--- src/rtl/prg_uploader.sv ---
// Streams the in-memory BASIC program from RAM back to the HPS over the ioctl
// upload protocol. It reads the program-end pointer, requests an upload, then serves byte reads.
module prg_uploader #(
  parameter logic [15:0] PTR_ADDR  = 16'h55E4,
  parameter logic [15:0] PRG_START = 16'h5608,
  parameter logic [23:0] TIMEOUT   = 24'd10738636
) (
  input  logic        clk_vdp,
  input  logic        reset,
  input  logic        start,
  input  logic        ioctl_upload,
  input  logic        ioctl_rd,
  input  logic [24:0] ioctl_addr,
  output logic        ioctl_upload_req,
  output logic [7:0]  ioctl_din,
  output logic        mem_rd,
  output logic [15:0] mem_addr,
  input  logic        mem_ack,
  input  logic [7:0]  mem_data,
  output logic [15:0] upload_len,
  output logic        busy,
  output logic        done,
  output logic        error
);

  localparam logic [2:0] S_IDLE   = 3'd0;
  localparam logic [2:0] S_RD_LO  = 3'd1;
  localparam logic [2:0] S_RD_GAP = 3'd2;
  localparam logic [2:0] S_RD_HI  = 3'd3;
  localparam logic [2:0] S_CHECK  = 3'd4;
  localparam logic [2:0] S_REQ    = 3'd5;
  localparam logic [2:0] S_STREAM = 3'd6;
  localparam logic [2:0] S_FETCH  = 3'd7;

  logic [2:0]  state;
  logic        start_d;
  logic [7:0]  end_lo;
  logic [7:0]  end_hi;
  logic [15:0] fetch_addr;
  logic [23:0] tcount;
  logic [15:0] prg_end;

  assign prg_end = {end_hi, end_lo};

  // Decoded from state so that an asynchronous reset clears every RAM/HPS request at once.
  always_comb begin
    mem_rd           = 1'b0;
    mem_addr         = 16'h0000;
    ioctl_upload_req = 1'b0;
    busy             = (state != S_IDLE);
    case (state)
      S_RD_LO: begin
        mem_rd   = 1'b1;
        mem_addr = PTR_ADDR;
      end
      S_RD_HI: begin
        mem_rd   = 1'b1;
        mem_addr = PTR_ADDR + 16'd1;
      end
      S_FETCH: begin
        mem_rd   = 1'b1;
        mem_addr = fetch_addr;
      end
      S_REQ: ioctl_upload_req = 1'b1;
      default: ;
    endcase
  end

  always_ff @(posedge clk_vdp or posedge reset) begin
    if (reset) begin
      state      <= S_IDLE;
      start_d    <= 1'b0;
      end_lo     <= 8'h00;
      end_hi     <= 8'h00;
      fetch_addr <= 16'h0000;
      tcount     <= 24'd0;
      upload_len <= 16'h0000;
      ioctl_din  <= 8'h00;
      done       <= 1'b0;
      error      <= 1'b0;
    end else begin
      start_d <= start;
      done    <= 1'b0;
      error   <= 1'b0;
      case (state)
        S_IDLE: begin
          if (start && !start_d) begin
            upload_len <= 16'h0000;
            state      <= S_RD_LO;
          end
        end
        S_RD_LO: begin
          if (mem_ack) begin
            end_lo <= mem_data;
            state  <= S_RD_GAP;
          end
        end
        S_RD_GAP: state <= S_RD_HI;
        S_RD_HI: begin
          if (mem_ack) begin
            end_hi <= mem_data;
            state  <= S_CHECK;
          end
        end
        S_CHECK: begin
          if (prg_end <= PRG_START) begin
            error      <= 1'b1;
            upload_len <= 16'h0000;
            state      <= S_IDLE;
          end else begin
            upload_len <= prg_end - PRG_START;
            tcount     <= 24'd0;
            state      <= S_REQ;
          end
        end
        S_REQ: begin
          if (ioctl_upload) begin
            state <= S_STREAM;
          end else if (tcount == TIMEOUT - 24'd1) begin
            error <= 1'b1;
            state <= S_IDLE;
          end else begin
            tcount <= tcount + 24'd1;
          end
        end
        // A falling ioctl_upload ends the transfer and takes priority over a read strobe.
        S_STREAM: begin
          if (!ioctl_upload) begin
            done  <= 1'b1;
            state <= S_IDLE;
          end else if (ioctl_rd) begin
            if (ioctl_addr < {9'd0, upload_len}) begin
              fetch_addr <= PRG_START + ioctl_addr[15:0];
              state      <= S_FETCH;
            end else begin
              ioctl_din <= 8'hFF;
            end
          end
        end
        S_FETCH: begin
          if (!ioctl_upload) begin
            done  <= 1'b1;
            state <= S_IDLE;
          end else if (mem_ack) begin
            ioctl_din <= mem_data;
            state     <= S_STREAM;
          end
        end
        default: state <= S_IDLE;
      endcase
    end
  end

endmodule

--- config.mk ---
export PLATFORM = sky130hd
export DESIGN_NAME = prg_uploader
export DESIGN_NICKNAME = d
export VERILOG_FILES = /design/src/rtl/prg_uploader.sv
export SDC_FILE = /design/constraint.sdc
export NUM_CORES = 1
export LEC_CHECK = 0
export BUFFER_PORTS_ARGS = -buffer_cell sky130_fd_sc_hd__buf_2
export CORE_UTILIZATION = 35
export DETAILED_ROUTE_END_ITERATION = 7
export PLACE_DENSITY = 0.56
export SETUP_SLACK_MARGIN = 0.15
export SYNTH_ARGS = -nofsm -noshare
export SYNTH_HDL_FRONTEND = slang
export SYNTH_SLANG_ARGS = --single-unit
export TNS_END_PERCENT = 50
--- constraint.sdc ---
create_clock -name clk_vdp -period 3.4 [get_ports clk_vdp]
set_input_delay 0.68 -clock clk_vdp [delete_from_list [all_inputs] [get_ports clk_vdp]]
set_output_delay 0.68 -clock clk_vdp [all_outputs]
set_load 0.005 [all_outputs]
[Yosys cells after proc, flatten, opt, wreduce, memory -nomap -nowiden]
Cells that the tools add are included.
W data, S select, Z words.
Storage, ports and cells
  bits of input ports: 39
  output and inout bits: 45
  register bits: 86
Cells by class
  equality and inequality tests: 23
  add/subtract/negate cells: 3
  multiplexer cells: 34
  magnitude comparators: 2
  reductions and logical operators: 16
Operator list (count)
  $mux W24: 3
  $pmux W16 S3: 1
  $pmux W24 S2: 1
  $mux W8: 5
  $mux W3: 11
  $mux W16: 2
  $pmux W16 S2: 1
  $lt A25 B16 Y1: 1
  $add A24 B1 Y24 const B: 1
  $eq A24 B24 Y1 const B: 1
  $pmux W3 S8: 1
  $ne A2 B2 Y1 const B: 11
  $add A15 B16 Y16 const A: 1
  $le A16 B15 Y1 const B: 1
  $pmux W8 S2: 1
  $sub A16 B15 Y16 const B: 1
  $eq A3 B3 Y1 const B: 4
  $ne A3 B3 Y1 const B: 4
  $reduce_and A4 Y1: 2
  $mux W1: 7
  $reduce_and A7 Y1: 1
  $eq A3 B2 Y1 const B: 2
  $reduce_and A2 Y1: 3
  $reduce_and A6 Y1: 1
  other kinds (9): 11

[Logic depth before layout (Yosys ltp)]
  word-level depth: 5
  mapped depth: 8
  depth with buffers taken out: 7

[Worst setup path before layout]
OpenSTA, ideal clock, no wires.
  path type: input to register
  start: input ioctl_addr[4]
  end: register fetch_addr[0]
  data required time: 3.275 ns
  arrival time: 2.250 ns
  stages on the path: 7
  path buffers: 1
  path slack: 1.025 ns
  cells stage by stage: ha_1 > a211oi_1 > o21ai_0 > a21oi_1 > o2111ai_2 > buf_2 > mux2_2
On the way
  word-level cells in the longest chain between the ends: 2
Ends and longest elaborated chain
  start: declaration: RTL line 13  | input logic [24:0] ioctl_addr,
  $lt A25 B16 Y1: RTL line 132  | if (ioctl_addr < {9'd0, upload_len}) begin
  $reduce_and A4 Y1 (no line)
  end signal: assignment: RTL line 133  | fetch_addr <= PRG_START + ioctl_addr[15:0];
  end: declaration: RTL line 39  | logic [15:0] fetch_addr;
Every way passes these cells.
A chain may end at the register's enable or synchronous reset.

[Worst setup path in the final report]
  start: register state[1]
  end: output mem_addr[3]
On the way
  word-level cells in the longest chain between the ends: 2
Ends and longest elaborated chain
  start: declaration: RTL line 35  | logic [2:0] state;
  start signal: assignment: RTL line 71  | state <= S_IDLE;
  start signal: assignment: RTL line 89  | state <= S_RD_LO;
  start signal: assignment: RTL line 95  | state <= S_RD_GAP;
  $eq A3 B3 Y1, or another cell as far along: RTL line 51  | case (state)
  $pmux W16 S3 *: RTL line 51
  end: declaration: RTL line 17  | output logic [15:0] mem_addr,
Mark *: on every way between the ends. The rest lies on a longest branch, timed or not.

==> out/metrics.cfg <==
[sta]
setup_viol = 0
slew_viol_final = 0
clock.fmax_ghz = 0.370
fin_worst_skew_ps = 8.16
max_slew_margin_pct = 40.5
tightest_slew_ps = 892
period_minus_slack_ps = 2700
period_share_pct = 79.5
rsz0062_at_grt = no
setup_slack_ps = 697
hold_violations = 0
final.setup.tns_ps = 0

[flow_run]
cap_violations = 0

[layout]
syn_to_final_growth_pct = 17.2
drive_gt1_share_pct = 26.9
n_fill_cell = 1356
fin_nets = 639
fin_cells = 767
antenna_cells = 0
fin_area_um2 = 5790

[power_and_ir_drop]
combinationalPowerShare_pct = 34.0
p_sw_mw = 1.50
power_frac_seq_pct = 42.5
clockPowerShare_pct = 23.4
powerDensity_nw_per_um2 = 683
ir_worst_vdd_mv = 0.275
p_leak_nw = 2.60
internal_power_mw = 2.46
sw_frac_of_total_pct = 37.8

[floorplanning]
die_area_um2 = 14600
die_h_um = 121
initial_utilization_pct = 35.7
core_region_area_um2 = 13800
die_x_um = 121
rows = 43
ios = 84

[clock_network]
numCtsBuffers = 9
cts.repair.resized = 0
cts.path.max_buffers = 2
cts_hold_buf = 0
h-tree-depth = 3
root_buffer = clkbuf_16
cts.sinks = 86
clk_latency_ps = 340
path_clk_slew_ps = 70
cts_tree = built
post_cts_buffers = 0

[synth]
synthFlopType = dfrtp_1
synth_cells = 502
synth_nets = 559
syn_avg_cell_area_um2 = 9.84
async_flop_share_pct = 100
synth_warnings = 0
synth-seq-cells = 86
synthesis.area_um2 = 4940
synth_edf_count = 0
ys_types = 61
seq_area_frac_synth_pct = 43.6

[status]
run_status = finished, violations left
failed_checks = design-rule violations

[worst_setup_path]
worst_setup_path_end_kind = primary output
crit_type = flip-flop to primary output
worstPathRequired_ps = 2720
critical_path.max_fanout = 27
worstPathArrival_ps = 2020
critPathLaunchType = flip-flop

[grt]
antenna_found_initial = 0
grtUsageTotal_pct = 17.4
grt_pass1_wl_mm = 19.5
grt_pass1_vias = 3818
grt_max_degree = 35
grt-ovfl-total = 0

[drt]
ant_nets = 0
drt_iter0_markers = 220
vias = 3950
vias_per_cell = 5.15
wire_per_inst_um = 15.6
postRouteWirelength_mm = 12.0
drt-pass1-iter-count = 8
drc = 1

[placement]
dp_hpwl_mm = 9.13
place.port_buffers = 83
dp_cells = 751
place_congestion = 0.844
placed_area_um2 = 5510
place_ws_ps = 565

[hold_path]
hold_path_class = input pin to asynchronous set/reset pin

[logic make-up (layout without fill, tap and decap cells)]
family / count (synthesis) / count (layout) / synth area share [%]
simple gates: 179 / 179 / 20.4
compound gates: 99 / 99 / 13.1
flops: 86 / 86 / 43.6
buf+inv: 51 / 136 / 4.69
xor+xnor: 39 / 39 / 6.91
mux: 30 / 30 / 6.81
fa+ha+maj: 18 / 18 / 4.56
[sequential cells by signal, summed over array words and instances, names as in the netlist]
name,flops
fetch_addr,16
ioctl_din,8
error,1
state,3
end_hi,8
tcount,24
upload_len,16
end_lo,8
start_d,1
done,1
[critical path: stages (launching register included)]
cell and delay, ps:
dfrtp_1 890, and3_1 470, and2_1 210, buf_2 120
[power groups by stage]
stage	registers, mW	logic (mW)	clock network, mW
after floorplan	1.52	1.01	0
after global placement	1.69	1.32	0
after detailed placement	1.69	1.36	0
after CTS	1.68	1.36	0.955
after global routing	1.74	1.53	0.992
final	1.68	1.35	0.926
[synthesized netlist by cell type, types with 5 or more instances]
cell | n | area, um^2
dfrtp_1 | 86 | 2150
nand2_1 | 49 | 184
nor2_1 | 33 | 124
inv_1 | 32 | 120
mux2_2 | 29 | 327
xnor2_1 | 29 | 254
o21ai_0 | 27 | 135
a21oi_1 | 22 | 110
ha_1 | 18 | 225
nand3_1 | 12 | 60.1
nor3_1 | 12 | 60.1
clkbuf_1 | 11 | 41.3
and2_1 | 10 | 62.6
nor2_4 | 10 | 113
xor2_1 | 10 | 87.6
a21boi_0 | 9 | 67.6
nor4_1 | 9 | 56.3
o22ai_1 | 9 | 56.3
nand4_1 | 7 | 43.8
and3_1 | 6 | 37.5
a22o_1 | 5 | 43.8
[area by class of cell]
cell class                 count  area [um^2]  share of cell area (%)
multi-input combinational    365         2560                    44.1
sequential                    86         2150                    37.2
timing repair buffer          88          453                    7.82
clock buffer                  10          239                    4.13
tap                          180          225                    3.89
inverter                      32          121                    2.10
clock inverter                 6         43.8                   0.756
[cells in the final DEF, fill, tap and decap left out, types with 4 or more instances in the layout]
| cell type | netlist | final |
|---|---|---|
| nor2_1 | 33 | 33 |
| ha_1 | 18 | 18 |
| nand4_1 | 7 | 7 |
| mux2_2 | 29 | 29 |
| xor2_1 | 10 | 10 |
| and2_1 | 10 | 10 |
| buf_4 | 1 | 5 |
| a31oi_1 | 4 | 4 |
| xnor2_1 | 29 | 29 |
| nor2_4 | 10 | 10 |
| buf_2 | 4 | 83 |
| nand2b_1 | 4 | 4 |
| inv_1 | 32 | 31 |
| a21boi_0 | 9 | 9 |
| a21oi_1 | 22 | 22 |
| o21ai_0 | 27 | 27 |
| o22ai_1 | 9 | 9 |
| clkbuf_16 | 0 | 9 |
| nand2_1 | 49 | 49 |
| and3_1 | 6 | 6 |
| nor3_1 | 12 | 12 |
| dfrtp_1 | 86 | 86 |
| a22o_1 | 5 | 5 |
| nor4_1 | 9 | 9 |
| nand3_1 | 12 | 12 |
[path summary, 6_finish.rpt]
kind / from / end / slack, ps / depth (start not counted)
worst max-delay path: state[1]$_DFFE_PP0P_ / mem_addr[3] / 700 / 3
worst min-delay path: reset / state[1]$_DFFE_PP0P_ / 390 / 2
worst max register to register: upload_len[4]$_DFFE_PP0P_ / fetch_addr[11]$_DFFE_PP0P_ / 930 / 7
worst min register to register: fetch_addr[15]$_DFFE_PP0P_ / fetch_addr[15]$_DFFE_PP0P_ / 500 / 1
max in group asynchronous: reset / upload_len[12]$_DFFE_PP0P_ / 2190 / 3
min in group clk_vdp: start / start_d$_DFF_PP0_ / 460 / 1
[metrics by stage]
| stage | power, mW | hold slack, ps | utilization, % |
|---|---|---|---|
| floorplan | 2.54 | 471 | - |
| global placement | 3.01 | 480 | 39.8 |
| detailed placement | 3.05 | 488 | 39.8 |
| CTS | 4.00 | 405 | 41.9 |
| global route | 4.26 | 441 | 41.9 |
| finish | 3.96 | 393 | 41.9 |
[metal layers]
metal,share of wire [%],global-route usage [%],vias to the layer above
li1,-,-,1934
met1,48,24.1,1895
met2,45,26.7,109
met3,5.6,4.06,12
met4,1.1,5.40,0
met5,0,0,-
(Power assumes the default switching activity.)
